--- src/rtl/fetch_sequencer.sv ---
// Byte-serial instruction fetch: assembles a big-endian 32-bit word from four byte reads,
// presents it to decode with a valid/ready handshake and honours redirects at any time.
module fetch_sequencer #(
    parameter int unsigned           WIDTH    = 32,
    parameter logic [WIDTH-1:0]      RESET_PC = '0
) (
    input  logic             clk,
    input  logic             rst,
    input  logic             fetch_en,
    output logic             mem_rd,
    output logic [WIDTH-1:0] mem_addr,
    input  logic [7:0]       mem_rdata,
    input  logic             redirect,
    input  logic [WIDTH-1:0] redirect_pc,
    output logic             instr_valid,
    input  logic             instr_ready,
    output logic [31:0]      instr,
    output logic [WIDTH-1:0] instr_pc
);

    typedef enum logic [1:0] {
        StFetch,
        StLast,
        StValid
    } state_e;

    state_e           state_q, state_d;
    logic [1:0]       cnt_q, cnt_d;
    logic [WIDTH-1:0] pc_q, pc_d;
    logic [31:0]      instr_q, instr_d;
    logic             rd_c;
    logic             valid_c;
    logic [WIDTH-1:0] addr_c;

    always_comb begin
        state_d = state_q;
        cnt_d   = cnt_q;
        pc_d    = pc_q;
        instr_d = instr_q;
        rd_c    = 1'b0;
        valid_c = 1'b0;
        addr_c  = pc_q;

        unique case (state_q)
            StFetch: begin
                // A started fetch (cnt != 0) runs to completion without fetch_en.
                if ((cnt_q != 2'd0) || fetch_en) begin
                    rd_c   = 1'b1;
                    addr_c = pc_q + WIDTH'(cnt_q);
                    cnt_d  = cnt_q + 2'd1;
                    if (cnt_q == 2'd3) begin
                        state_d = StLast;
                    end
                end
                // Data returned this cycle belongs to the read issued at cnt_q - 1.
                case (cnt_q)
                    2'd1:    instr_d[31:24] = mem_rdata;
                    2'd2:    instr_d[23:16] = mem_rdata;
                    2'd3:    instr_d[15:8]  = mem_rdata;
                    default: ;
                endcase
            end
            StLast: begin
                instr_d[7:0] = mem_rdata;
                cnt_d        = 2'd0;
                state_d      = StValid;
            end
            StValid: begin
                valid_c = 1'b1;
                if (instr_ready) begin
                    pc_d    = pc_q + WIDTH'(4);
                    state_d = StFetch;
                end
            end
            default: begin
                state_d = StFetch;
                cnt_d   = 2'd0;
            end
        endcase

        // Redirect wins over the handshake; a word handed over this cycle still counts.
        if (redirect) begin
            pc_d    = redirect_pc & ~WIDTH'(3);
            cnt_d   = 2'd0;
            state_d = StFetch;
        end
    end

    always_ff @(posedge clk) begin
        if (rst) begin
            state_q <= StFetch;
            cnt_q   <= 2'd0;
            pc_q    <= RESET_PC;
            instr_q <= 32'd0;
        end else begin
            state_q <= state_d;
            cnt_q   <= cnt_d;
            pc_q    <= pc_d;
            instr_q <= instr_d;
        end
    end

    // Outputs are forced to their reset values for the whole time rst is high.
    always_comb begin
        mem_rd      = rd_c & ~rst;
        mem_addr    = rst ? RESET_PC : addr_c;
        instr_valid = valid_c & ~rst;
        instr       = rst ? 32'd0 : instr_q;
        instr_pc    = rst ? RESET_PC : pc_q;
    end

endmodule

--- config.mk ---
export PLATFORM = sky130hd
export DESIGN_NAME = fetch_sequencer
export DESIGN_NICKNAME = d
export VERILOG_FILES = /design/src/rtl/fetch_sequencer.sv
export SDC_FILE = /design/constraint.sdc
export NUM_CORES = 1
export LEC_CHECK = 0
export CAP_MARGIN = 5
export CORE_MARGIN = 1
export CORE_UTILIZATION = 49
export DETAILED_ROUTE_END_ITERATION = 16
export PLACE_DENSITY = 0.87
export SLEW_MARGIN = 20
export SYNTH_ARGS = -nofsm -noshare
export SYNTH_HDL_FRONTEND = slang
export SYNTH_SLANG_ARGS = --single-unit
--- constraint.sdc ---
create_clock -name clk -period 3.8 [get_ports clk]
set_clock_uncertainty 0.1 [all_clocks]
set_input_delay 0.57 -clock clk [delete_from_list [all_inputs] [get_ports clk]]
set_output_delay 0.57 -clock clk [all_outputs]
set_load 0.05 [all_outputs]
==> results of run 1 <==
## power groups by stage
stage	Combinational (mW)	Clock, mW	Sequential (mW)
2_1_floorplan	0.250	0	0.757
3_3_place_gp	0.348	0	0.769
3_5_place_dp	0.353	0	0.771
4_1_cts	0.356	0.538	0.755
5_1_grt	0.375	0.573	0.762
6_report	0.354	0.526	0.756
## worst paths after layout
| kind | startpoint | end | slack [ns] | cells after the start |
|---|---|---|---|---|
| max | cnt_q[0]$_SDFFE_PP0P_ | mem_addr[0] | 0.60 | 6 |
| min | instr_q[0]$_SDFFE_PP0N_ | instr_q[0]$_SDFFE_PP0N_ | 0.35 | 2 |
| max reg2reg | pc_q[2]$_SDFFE_PP0P_ | pc_q[16]$_SDFFE_PP0P_ | 1.63 | 5 |
| min reg2reg | instr_q[0]$_SDFFE_PP0N_ | instr_q[0]$_SDFFE_PP0N_ | 0.35 | 2 |
## routing by layer
metal / GRT usage [%] / up-vias
met2: 45.2 / 165
met1: 29.4 / 1813
met3: 5.06 / 11
li1: - / 1925
met5: 0 / -
met4: 7.94 / 0
## placed cells by master, fill, tap and decap left out, types with 10 or more instances in the layout
cell and count:
inv_1 11, a21oi_1 33, nand4_1 10, nand2_1 86
nor2_1 24, a211oi_1 10, a311oi_1 10, nor4_1 15
nor3_1 10, clkbuf_8 10, dfxtp_1 66, clkdlybuf4s50_1 137
nor2b_1 66, nand3_1 10
## worst max-delay path, stage by stage, from the launching register on
cell	delay, ns
dfxtp_1	0.43
inv_1	0.09
ha_1	0.21
nor2b_1	0.15
nor4_1	0.31
and2_1	0.19
clkdlybuf4s50_1	0.80
## metrics by stage
step                power [mW]  utilization, %  setup slack, ns  hold slack (ns)
finish                    1.64            67.7            0.604            0.352
floorplan                 1.01               -            0.205            0.332
global route              1.71            67.7            0.477            0.376
CTS                       1.65            67.7            0.545            0.353
global placement          1.12            65.5            0.754            0.337
detailed placement        1.12            65.5            0.712            0.342
## kinds of logic (layout without fill, tap and decap cells)
family | Yosys count | count (layout) | share of synthesized area [%]
buffers and inverters | 81 | 169 | 11.3
XOR/XNOR | 11 | 11 | 2.45
multiplexers | 1 | 1 | 0.254
adder cells (fa/ha/maj) | 5 | 5 | 1.59
other | 1 | 2 | 0.0952
flip-flops | 66 | 66 | 33.5
AND/OR/NAND/NOR | 263 | 263 | 35.9
AO/OA/AOI/OAI | 87 | 87 | 14.9
## registers in the layout, indices dropped and copies added (netlist names)
signal / count
pc_q: 30
instr_q: 32
state_q: 2
cnt_q: 2
## synthesized netlist by cell type, types with 2 or more instances
library cell  number  area [um2]
or4_1              2        15.0
o221ai_1           2        17.5
ha_1               5        62.6
xnor2_1            9        78.8
buf_2              4        20.0
buf_1              3        11.3
a2111oi_0          4        35.0
nor2_1            24        90.1
a2111oi_1          2        20.0
o21ai_0            7        35.0
o211ai_1           3        22.5
o31ai_1            3        22.5
and2_1             5        31.3
a21oi_1           33         165
nor3_1            10        50.1
buf_6              2        22.5
and4_1             9        78.8
a211oi_1          10        75.1
nor2b_1           66         413
a311oi_1          10        87.6
and3_1             8        50.1
a31oi_1            3        18.8
xor2_1             2        17.5
nand2_1           86         323
or2_2              3        18.8
nand4_2            2        25.0
nand3_1           10        50.1
nand4_1           10        62.6
dfxtp_1           66        1320
nor4_1            15        93.8
buf_4             32         240
clkbuf_1          28         105
a221oi_1           2        17.5
o31a_1             3        26.3
inv_1             11        41.3
or3_1              5        31.3
## area by class of cell
cell class,instances,share of cell area [%]
flip-flops and latches,66,25.1
clock inverters,5,0.571
repair buffers,141,26.9
multi-input cells,369,41.4
inverters,12,0.857
clock buffers,11,2.69
well taps,102,2.43
==> run_results.csv, run 1 <==
group,metric,value,unit
power_and_ir_drop,p_leak,1.80,nW
power_and_ir_drop,combPwrFrac,21.6,%
synth,ys_seq_area_share,33.5,%
placement,place_congestion,0.847,
finish,drive_above_1_share,4.47,%
detailed_routing,routed_via_density,5.54,
min_path,min_path_type,"flop to flop",
critical_path,worstPathMaxFanout,5,
cts,root_buffer,"clkbuf_8",
critical_path,end_kind,"output port",
floorplan,core,7770,um2
power_and_ir_drop,clockPowerShare,32.1,%
synth,yosys_register_bits,66,
finish,area_growth_syn_to_layout,33.4,%
critical_path,crit_required,3.13,ns
global_route,overflow,0,
finish,antenna_cells,0,
detailed_routing,vias,3914,
cts,worstSkewPairLatency,0.34,ns
cts,cts_tree,"built",
finish,seqCellArea,1320,um2
detailed_routing,m1WireLength,4.26,mm
cts,cts.htree.levels,3,
timing,relSlewSlack,49.0,%
global_route,grt_pass1_wl,16.8,mm
placement,dp_cells,690,
synth,synth_edf_count,0,
cts,cts_hold_buf,0,
synth,yosys_warnings,0,
finish,fin_cells,706,
critical_path,worstSetupPathType,"flop to output port",
synth,yosys_most_used_dff,"dfxtp_1",
timing,finalCritPeriodShare,84.1,%
cts,cts_setup_buffers,0,
global_route,grt_pass1_vias,3515,
power_and_ir_drop,p_sw,0.528,mW
timing,setup_violations,0,
timing,tightest_slew,0.760,ns
power_and_ir_drop,seq_power_share,46.2,%
cts,cts-resized-gates,0,
global_route,grt_start_max_net_pins,69,
global_route,antenna_found_initial,0,
cts,cts_made_buffers,9,
timing,fmax,313,MHz
detailed_routing,totalWireLength,10.6,mm
detailed_routing,dr_wl_met2,5.42,mm
placement,place_hpwl,7.58,mm
detailed_routing,drtIter0Drc,188,
synth,synth_area,3940,um2
detailed_routing,wl_met3,838,um
cts,cts.path.max_buffers,2,
floorplan,start_util,50.7,%
finish,stdcell_area,5260,um2
floorplan,fp-row-count,32,
cts,clock_sinks,66,
critical_path,arrival,2.53,ns
floorplan,design.portCount,143,
power_and_ir_drop,switching_share,32.3,%
timing,finalHoldViolCount,0,
power_and_ir_drop,power.internal,1.11,mW
cts,cts.clk_slew.worst_paths,0.07,ns
synth,synth_cells,515,
floorplan,die_area,8400,um2
global_route,grt_use_total,25.0,%
detailed_routing,ant_nets,0,
flow_run,drv_cap,0,
critical_path,startpoint_type,"flop",
finish,nets,649,
synth,synth_cell_types,52,
detailed_routing,drtPass1Iterations,4,
timing,slew_violations,0,
synth,async_flop_share,0,%
detailed_routing,top_layer_used,"met4",
detailed_routing,routedWlPerCell,15.1,um
power_and_ir_drop,power_density,311,nW/um2
power_and_ir_drop,ir_drop,227,uV
floorplan,fp.dieW,91.7,um
timing,period_needed,3.20,ns
detailed_routing,drc_errors,0,
finish,multi_input_area,2180,um2
run_status,status,"finished clean",
timing,fin_tns_setup,0,ns
placement,place_area,5090,um2
finish,fill_cells,684,
synth,post_synth.cell_area_avg,7.65,um2
placement,port_buffers,138,
floorplan,die_h,91.7,um
timing,rsz0062_at_grt,"false",
No activity file was read; power rests on OpenSTA's default activity.
==> run 2, diff against run 1 <==
CORE_UTILIZATION = 45   (was 49)
PLACE_DENSITY = 0.81   (was 0.87)
clock period = 3 ns   (was 3.8 ns; I/O delays follow)
==> run_results.csv, run 2 (synthesized netlist as in run 1, its figures left out) <==
group,metric,value,unit
global_route,overflow,0,
critical_path,cp_slowest_stage_delay,0.83,ns
floorplan,die_area,9130,um2
power_and_ir_drop,p_leak,1.85,nW
detailed_routing,routedWlPerCell,14.7,um
timing,setup_violations,0,
cts,cts.htree.levels,3,
cts,cts.path.max_buffers,2,
power_and_ir_drop,clockPowerShare,37.0,%
critical_path,startpoint_type,"input port",
timing,slew_violations,0,
finish,mostFrequentLayoutCell,"clkdlybuf4s50_1",
critical_path,arrival,1.99,ns
placement,place_congestion,0.817,
power_and_ir_drop,finalPower,2.24,mW
global_route,grt_pass1_wl,16.7,mm
timing,fmax,394,MHz
critical_path,worstSetupPathType,"input port to output port",
power_and_ir_drop,combPwrFrac,20.2,%
floorplan,die_h,95.6,um
detailed_routing,drtPass1Iterations,4,
placement,port_buffers,138,
power_and_ir_drop,p_sw,0.663,mW
detailed_routing,vias,3867,
power_and_ir_drop,seq_power_share,42.8,%
detailed_routing,drc_errors,0,
critical_path,path_buf_inv,3,
finish,final_cell_mix,"clkdlybuf4s50_1, nand2_1, nor2b_1, dfxtp_1, a21oi_1",
finish,nets,652,
detailed_routing,totalWireLength,10.5,mm
cts,clock_sinks,66,
cts,worstSkewPairLatency,0.34,ns
detailed_routing,ant_nets,0,
cts,cts_hold_buf,0,
finish,final_core_util,64.4,%
min_path,min_path_type,"flop to flop",
global_route,grt_pass1_vias,3574,
timing,tightest_slew,0.672,ns
power_and_ir_drop,power_density,418,nW/um2
finish,largest_register,"instr_q",
floorplan,fp-row-count,33,
critical_path,path_delay_family,"buffers and inverters",
critical_path,worstPathMaxFanout,65,
finish,reg_top3,"instr_q x32, pc_q x30",
finish,fin_cells,712,
global_route,grt_use_total,23.4,%
timing,holdWs,0.352,ns
cts,root_buffer,"clkbuf_8",
floorplan,fp.dieW,95.6,um
cts,cts_tree,"built",
global_route,antenna_found_initial,0,
power_and_ir_drop,switching_share,29.6,%
timing,finalCritPeriodShare,84.6,%
run_status,status,"finished clean",
placement,place_hpwl,7.46,mm
global_route,grt_start_max_net_pins,66,
critical_path,worstPathCellList,"buf_4, buf_12, nor2b_1, clkdlybuf4s50_1",
finish,antenna_cells,0,
flow_run,drv_cap,0,
timing,relSlewSlack,54.8,%
cts,cts_made_buffers,9,
timing,period_needed,2.54,ns
cts,cts-resized-gates,0,
power_and_ir_drop,power.internal,1.58,mW
finish,area_growth_syn_to_layout,36.2,%
critical_path,cp_slowest_cell,"clkdlybuf4s50_1",
detailed_routing,drtIter0Drc,137,
power_and_ir_drop,ir_drop,248,uV
cts,cts.clk_slew.worst_paths,0.07,ns
timing,finalHoldViolCount,0,
cts,cts_setup_buffers,0,
floorplan,core,8340,um2
placement,dp_cells,696,
critical_path,crit_required,2.45,ns
floorplan,design.portCount,143,
timing,rsz0062_at_grt,"false",
finish,largest_reg_flops,32,
floorplan,start_util,47.2,%
timing,fin_tns_setup,0,ns
finish,drive_above_1_share,5.60,%
detailed_routing,routed_via_density,5.43,
critical_path,end_kind,"output port",
run 2: final cells by class:
cell class | count | area [um2]
fill | 717 | 2970
multi-input combinational | 369 | 2180
timing repair buffer | 144 | 1470
sequential | 66 | 1320
clock buffer | 11 | 141
tap | 105 | 131
clock inverter | 5 | 77.6
inverter | 12 | 45.0
run 2: per-layer routing:
| metal | share of wire [%] | GRT usage (%) | vias up |
|---|---|---|---|
| li1 | - | - | 1928 |
| met1 | 42 | 27.9 | 1789 |
| met2 | 49 | 39.5 | 138 |
| met3 | 8.0 | 7.34 | 12 |
| met4 | 1.1 | 7.84 | 0 |
| met5 | 0 | 0 | - |
run 2: metrics by stage:
stage / setup WS, ns / cell area (um2)
floorplan: 0.214 / 3950
global placement: 0.479 / 5150
detailed placement: 0.463 / 5150
CTS: 0.465 / 5370
global route: 0.338 / 5370
finish: 0.461 / 5370
run 2: path summary, 6_finish.rpt:
path                           start                       to  slack (ns)  cells after the start
min reg2reg  instr_q[3]$_SDFFE_PP0N_  instr_q[3]$_SDFFE_PP0N_        0.35                      2
max                              rst                instr[22]        0.46                      4
min          instr_q[3]$_SDFFE_PP0N_  instr_q[3]$_SDFFE_PP0N_        0.35                      2
max reg2reg     pc_q[2]$_SDFFE_PP0P_    pc_q[16]$_SDFFE_PP0P_        0.85                      5
run 2: worst register-to-register path, delay by kind of cell (launching register included):
| family | cells | cell delay [ns] |
|---|---|---|
| AND/OR/NAND/NOR | 2 | 0.91 |
| flip-flops | 1 | 0.47 |
| AO/OA/AOI/OAI | 1 | 0.26 |
| adder cells (fa/ha/maj) | 1 | 0.22 |
| buffers and inverters | 1 | 0.11 |
run 2: power groups by stage:
stage               logic, mW  clock network [mW]  registers, mW
floorplan               0.317                   0          0.959
global placement        0.447                   0          0.975
detailed placement      0.453                   0          0.978
CTS                     0.455               0.847          0.958
global route            0.484               0.896          0.966
finish                  0.454               0.830          0.959
==> run 3, diff against run 2 <==
clock period = 2.4 ns   (was 3 ns; I/O delays follow)
==> run_results.csv, run 3 (synthesized netlist as in run 1, its figures left out) <==
group,metric,value,unit
timing,relSlewSlack,64.1,%
flow_run,drv_cap,0,
global_route,grt_pass1_wl,17.3,mm
global_route,grt_pass1_vias,3735,
power_and_ir_drop,clockPowerShare,34.0,%
detailed_routing,drtPass1Iterations,4,
cts,cts.clk_slew.worst_paths,0.06,ns
global_route,antenna_found_initial,0,
timing,slew_violations,0,
finish,nets,663,
cts,cts_hold_buf,0,
finish,drive_above_1_share,22.5,%
finish,reg_top3,"instr_q x32, pc_q x30",
cts,cts.htree.levels,3,
finish,final_core_util,62.5,%
timing,rsz0062_at_grt,"true",
detailed_routing,routedWlPerCell,14.8,um
detailed_routing,drtIter0Drc,185,
timing,fin_ws,0.110,ns
floorplan,fp.dieW,95.6,um
run_status,status,"finished clean",
placement,place_hpwl,7.66,mm
timing,setup_violations,0,
power_and_ir_drop,ir_drop,299,uV
global_route,grt_use_total,24.0,%
min_path,min_path_type,"input port to flop",
cts,cts_tree,"built",
floorplan,die_area,9130,um2
cts,cts.path.max_buffers,2,
power_and_ir_drop,power_density,513,nW/um2
global_route,grt_start_max_net_pins,52,
placement,port_buffers,138,
detailed_routing,routed_via_density,5.45,
finish,fill_cells,732,
timing,fmax,437,MHz
detailed_routing,totalWireLength,10.7,mm
placement,dp_slack,0.0541,ns
critical_path,worstSetupPathType,"flop to output port",
floorplan,start_util,47.2,%
finish,final_cell_mix,"buf_4, nand2_1, nor2b_1, dfxtp_1, clkdlybuf4s50_1",
finish,mostFrequentLayoutCell,"buf_4",
finish,largest_register,"instr_q",
floorplan,design.portCount,143,
timing,tightest_slew,0.537,ns
timing,period_needed,2.29,ns
finish,fin_cells,723,
detailed_routing,ant_nets,0,
cts,root_buffer,"clkbuf_8",
critical_path,end_kind,"output port",
detailed_routing,vias,3943,
timing,holdWs,0.297,ns
timing,finalHoldViolCount,0,
power_and_ir_drop,switching_share,31.4,%
timing,finalCritPeriodShare,95.4,%
power_and_ir_drop,p_sw,0.841,mW
cts,worstSkewPairLatency,0.35,ns
floorplan,die_h,95.6,um
critical_path,worstPathMaxFanout,5,
placement,dp_cells,706,
detailed_routing,drc_errors,0,
cts,cts_made_buffers,9,
floorplan,core,8340,um2
finish,area_growth_syn_to_layout,32.2,%
power_and_ir_drop,combPwrFrac,21.3,%
power_and_ir_drop,seq_power_share,44.7,%
cts,clock_sinks,66,
finish,antenna_cells,0,
power_and_ir_drop,power.internal,1.83,mW
critical_path,crit_required,1.94,ns
critical_path,startpoint_type,"flop",
critical_path,arrival,1.83,ns
placement,place_congestion,0.875,
power_and_ir_drop,p_leak,2.07,nW
finish,largest_reg_flops,32,
floorplan,fp-row-count,33,
global_route,overflow,0,
[run 3: final cells by class]
class | instances | area (um2) | area share, %
Sequential cell | 66 | 1320 | 25.4
Tap cell | 105 | 131 | 2.52
Clock inverter | 5 | 55.1 | 1.06
Timing Repair Buffer | 155 | 1330 | 25.5
Clock buffer | 11 | 131 | 2.52
Multi-Input combinational cell | 369 | 2200 | 42.1
Inverter | 12 | 45.0 | 0.865
[run 3: power by group through the flow]
stage                     sequential (mW)  combinational, mW  clock [mW]
after floorplan                      1.20              0.398           0
after global placement               1.22              0.559           0
after detailed placement             1.22              0.566           0
after CTS                            1.19              0.569       0.927
after global routing                 1.20              0.610       0.972
final                                1.19              0.571       0.909
[run 3: per-layer routing]
layer,track usage [%],vias up,part of all wire (%)
met5,0,-,0
met4,7.34,0,1.4
met3,8.13,16,9.0
met2,40.8,159,49
met1,28.3,1811,40
li1,-,1957,-
[run 3: stage by stage]
stage,cell area (um2),setup TNS [ns],power [mW]
5_1_grt,5210,-0.0441,2.78
3_3_place_gp,5010,0,1.77
6_report,5210,0,2.67
4_1_cts,5200,0,2.69
3_5_place_dp,5010,0,1.78
2_1_floorplan,3960,-1.86,1.60
[run 3: final timing paths]
kind	to	slack, ns	cells after the start	from
max	mem_addr[1]	0.11	6	cnt_q[1]$_SDFFE_PP0P_
max reg2reg	pc_q[20]$_SDFFE_PP0P_	0.18	4	pc_q[8]$_SDFFE_PP0P_
min reg2reg	instr_q[7]$_SDFFE_PP0N_	0.35	2	instr_q[7]$_SDFFE_PP0N_
min	cnt_q[0]$_SDFFE_PP0P_	0.30	2	rst
[run 3: worst max-delay path: stages (launching register included)]
cell and delay (ns):
dfxtp_1 0.39, inv_1 0.08, ha_1 0.18, nor2b_1 0.17, nor4_4 0.28, and2_1 0.23
buf_12 0.15
[run 3: repair_timing]
action / 4_1_cts / 5_1_grt
buffers inserted: 0 / 1
gates resized for setup: 0 / 1
endpoints found under the setup margin: 0 / 2
==> patch, RTL diff (flow settings as in run 3) <==
`WIDTH`: 32 -> 40.
--- a/src/rtl/fetch_sequencer.sv
+++ b/src/rtl/fetch_sequencer.sv
@@ -1,7 +1,7 @@
 // Byte-serial instruction fetch: assembles a big-endian 32-bit word from four byte reads,
 // presents it to decode with a valid/ready handshake and honours redirects at any time.
 module fetch_sequencer #(
-    parameter int unsigned           WIDTH    = 32,
+    parameter int unsigned           WIDTH    = 40,
     parameter logic [WIDTH-1:0]      RESET_PC = '0
 ) (
     input  logic             clk,
Interface: changed (resized instr_pc, mem_addr and redirect_pc); port bits go from 143 to 167. The function was not compared with the original's and may differ.
==> patch against run 3 <==
- final cell count increased by 11%
- combinational power grew 20%
- synthesized cell count rose by 9.3%
- worst setup slack got worse by 0.098 ns
- global-route usage down 0.25 points
- non-clock buffer count up 30
- largest cell class unchanged
- synthesized area rose by 8.3%
- routed wire length grew 12%
- cell area up 12%
- sequential cell count grew 8
- total power is 15% higher
- clock power up 16%
==> patch: results <==
export IMPL_slew_headroom_pct=60.5
export IMPL_r2r_slack_ns=0.01
export IMPL_synth_sequential_area_ratio_pct=34.7
export IMPL_yosys_area_share_xor_xnor_pct=5.75
export IMPL_synth_compound_area_share_pct=11.7
export IMPL_post_place_cells=782
export IMPL_synth_adder_area_share_pct=1.47
export IMPL_fillers=810
export IMPL_synth_top_area_cells="dfxtp_1 35%, nor2b_1 9.8%, nand2_1 7.8%"
export IMPL_largest_registers="pc_q: 38 flops, instr_q: 32 flops"
export IMPL_grt_max_degree=67
export IMPL_result_of_the_run="finished clean"
export IMPL_cpMaxStageDelayCell="nor4_1"
export IMPL_num_nets_final=741
export IMPL_post_layout_nonfiller_instances=799
export IMPL_cpPeakStageDelay_ns=0.51
export IMPL_holdPathStages=4
export IMPL_globalRouteTotalUtil_pct=23.7
export IMPL_critical_register_to_register_path_endpoint="pc_q[38]$_SDFFE_PP0P_"
export IMPL_synth_cells_most_frequent="89 x nand2_1, 74 x dfxtp_1, 67 x nor2b_1"
export IMPL_layout_drive_gt1_share_pct=23.1
export IMPL_drt_first_pass_iters=5
export IMPL_synth_area_mux_share_pct=0.704
export IMPL_crit_path_max_fanout=8
export IMPL_clk_latency_ns=0.37
export IMPL_clk_pin_slew_ns=0.08
export IMPL_max_vdd_ir_drop_mv=0.321
[patch: logic make-up (layout without fill, tap and decap cells)]
group / after synthesis / in the layout
fa+ha+maj: 5 / 5
xor+xnor: 28 / 28
buf+inv: 87 / 211
other cells: 1 / 2
flops: 74 / 74
compound gates: 82 / 82
simple gates: 283 / 283
mux: 3 / 3
[patch: worst min-delay path by stage]
stage | slack (ns) | start | end
4_1_cts | 0.31 | rst | pc_q[35]$_SDFFE_PP0P_
3_5_place_dp | 0.34 | instr_q[10]$_SDFFE_PP0P_ | instr_q[10]$_SDFFE_PP0P_
3_3_place_gp | 0.34 | instr_q[9]$_SDFFE_PP0P_ | instr_q[9]$_SDFFE_PP0P_
5_1_grt | 0.30 | instr_ready | state_q[1]$_SDFFE_PP0P_
2_1_floorplan | 0.33 | instr_q[0]$_SDFFE_PP0N_ | instr_q[0]$_SDFFE_PP0N_
6_report | 0.26 | instr_ready | state_q[1]$_SDFFE_PP0P_
[patch: report_power, final]
part	internal, mW	leakage, nW	switching, mW	total, mW
clock	0.522	0.104	0.528	1.05
sequential	1.28	0.608	0.0572	1.34
combinational	0.262	1.55	0.423	0.685
total	2.06	2.26	1.01	3.07
[patch: through the flow]
| step | setup slack [ns] | instance area (um^2) | setup TNS, ns | hold WS (ns) | utilization (%) |
|---|---|---|---|---|---|
| after floorplan | 0.0541 | 4280 | 0 | 0.332 | - |
| after global placement | -0.324 | 5580 | -1.71 | 0.337 | 60.6 |
| after detailed placement | -0.383 | 5580 | -2.65 | 0.344 | 60.6 |
| after CTS | 0.0277 | 5790 | 0 | 0.306 | 63.0 |
| after global routing | -0.0615 | 5830 | -0.0979 | 0.299 | 63.4 |
| final | 0.0123 | 5830 | 0 | 0.263 | 63.4 |
[patch: metal layers]
metal	GRT usage (%)	routed length, um
met2	40.6	5720
met4	9.50	236
met1	28.7	5010
met3	5.62	1030
met5	0	0
[patch: worst min-delay path, cell delays in order]
cell and delay (ns):
dlymetal6s2s_1 0.13, nor2_1 0.06, nor2_1 0.07, nor3_1 0.04
[patch: layout make-up]
type	instances	area, um^2	area share (%)
well taps	111	139	2.38
multi-input cells	403	2340	40.2
repair buffers	185	1620	27.7
clock inverters	6	72.6	1.24
clock buffers	10	138	2.36
inverters	10	37.5	0.644
flip-flops and latches	74	1490	25.5
[patch: repair_timing]
action,CTS,global route
gates resized for setup,1,11
buffers inserted,0,1
pin swaps,0,1
gates cloned,0,0
endpoints found under the setup margin,1,7
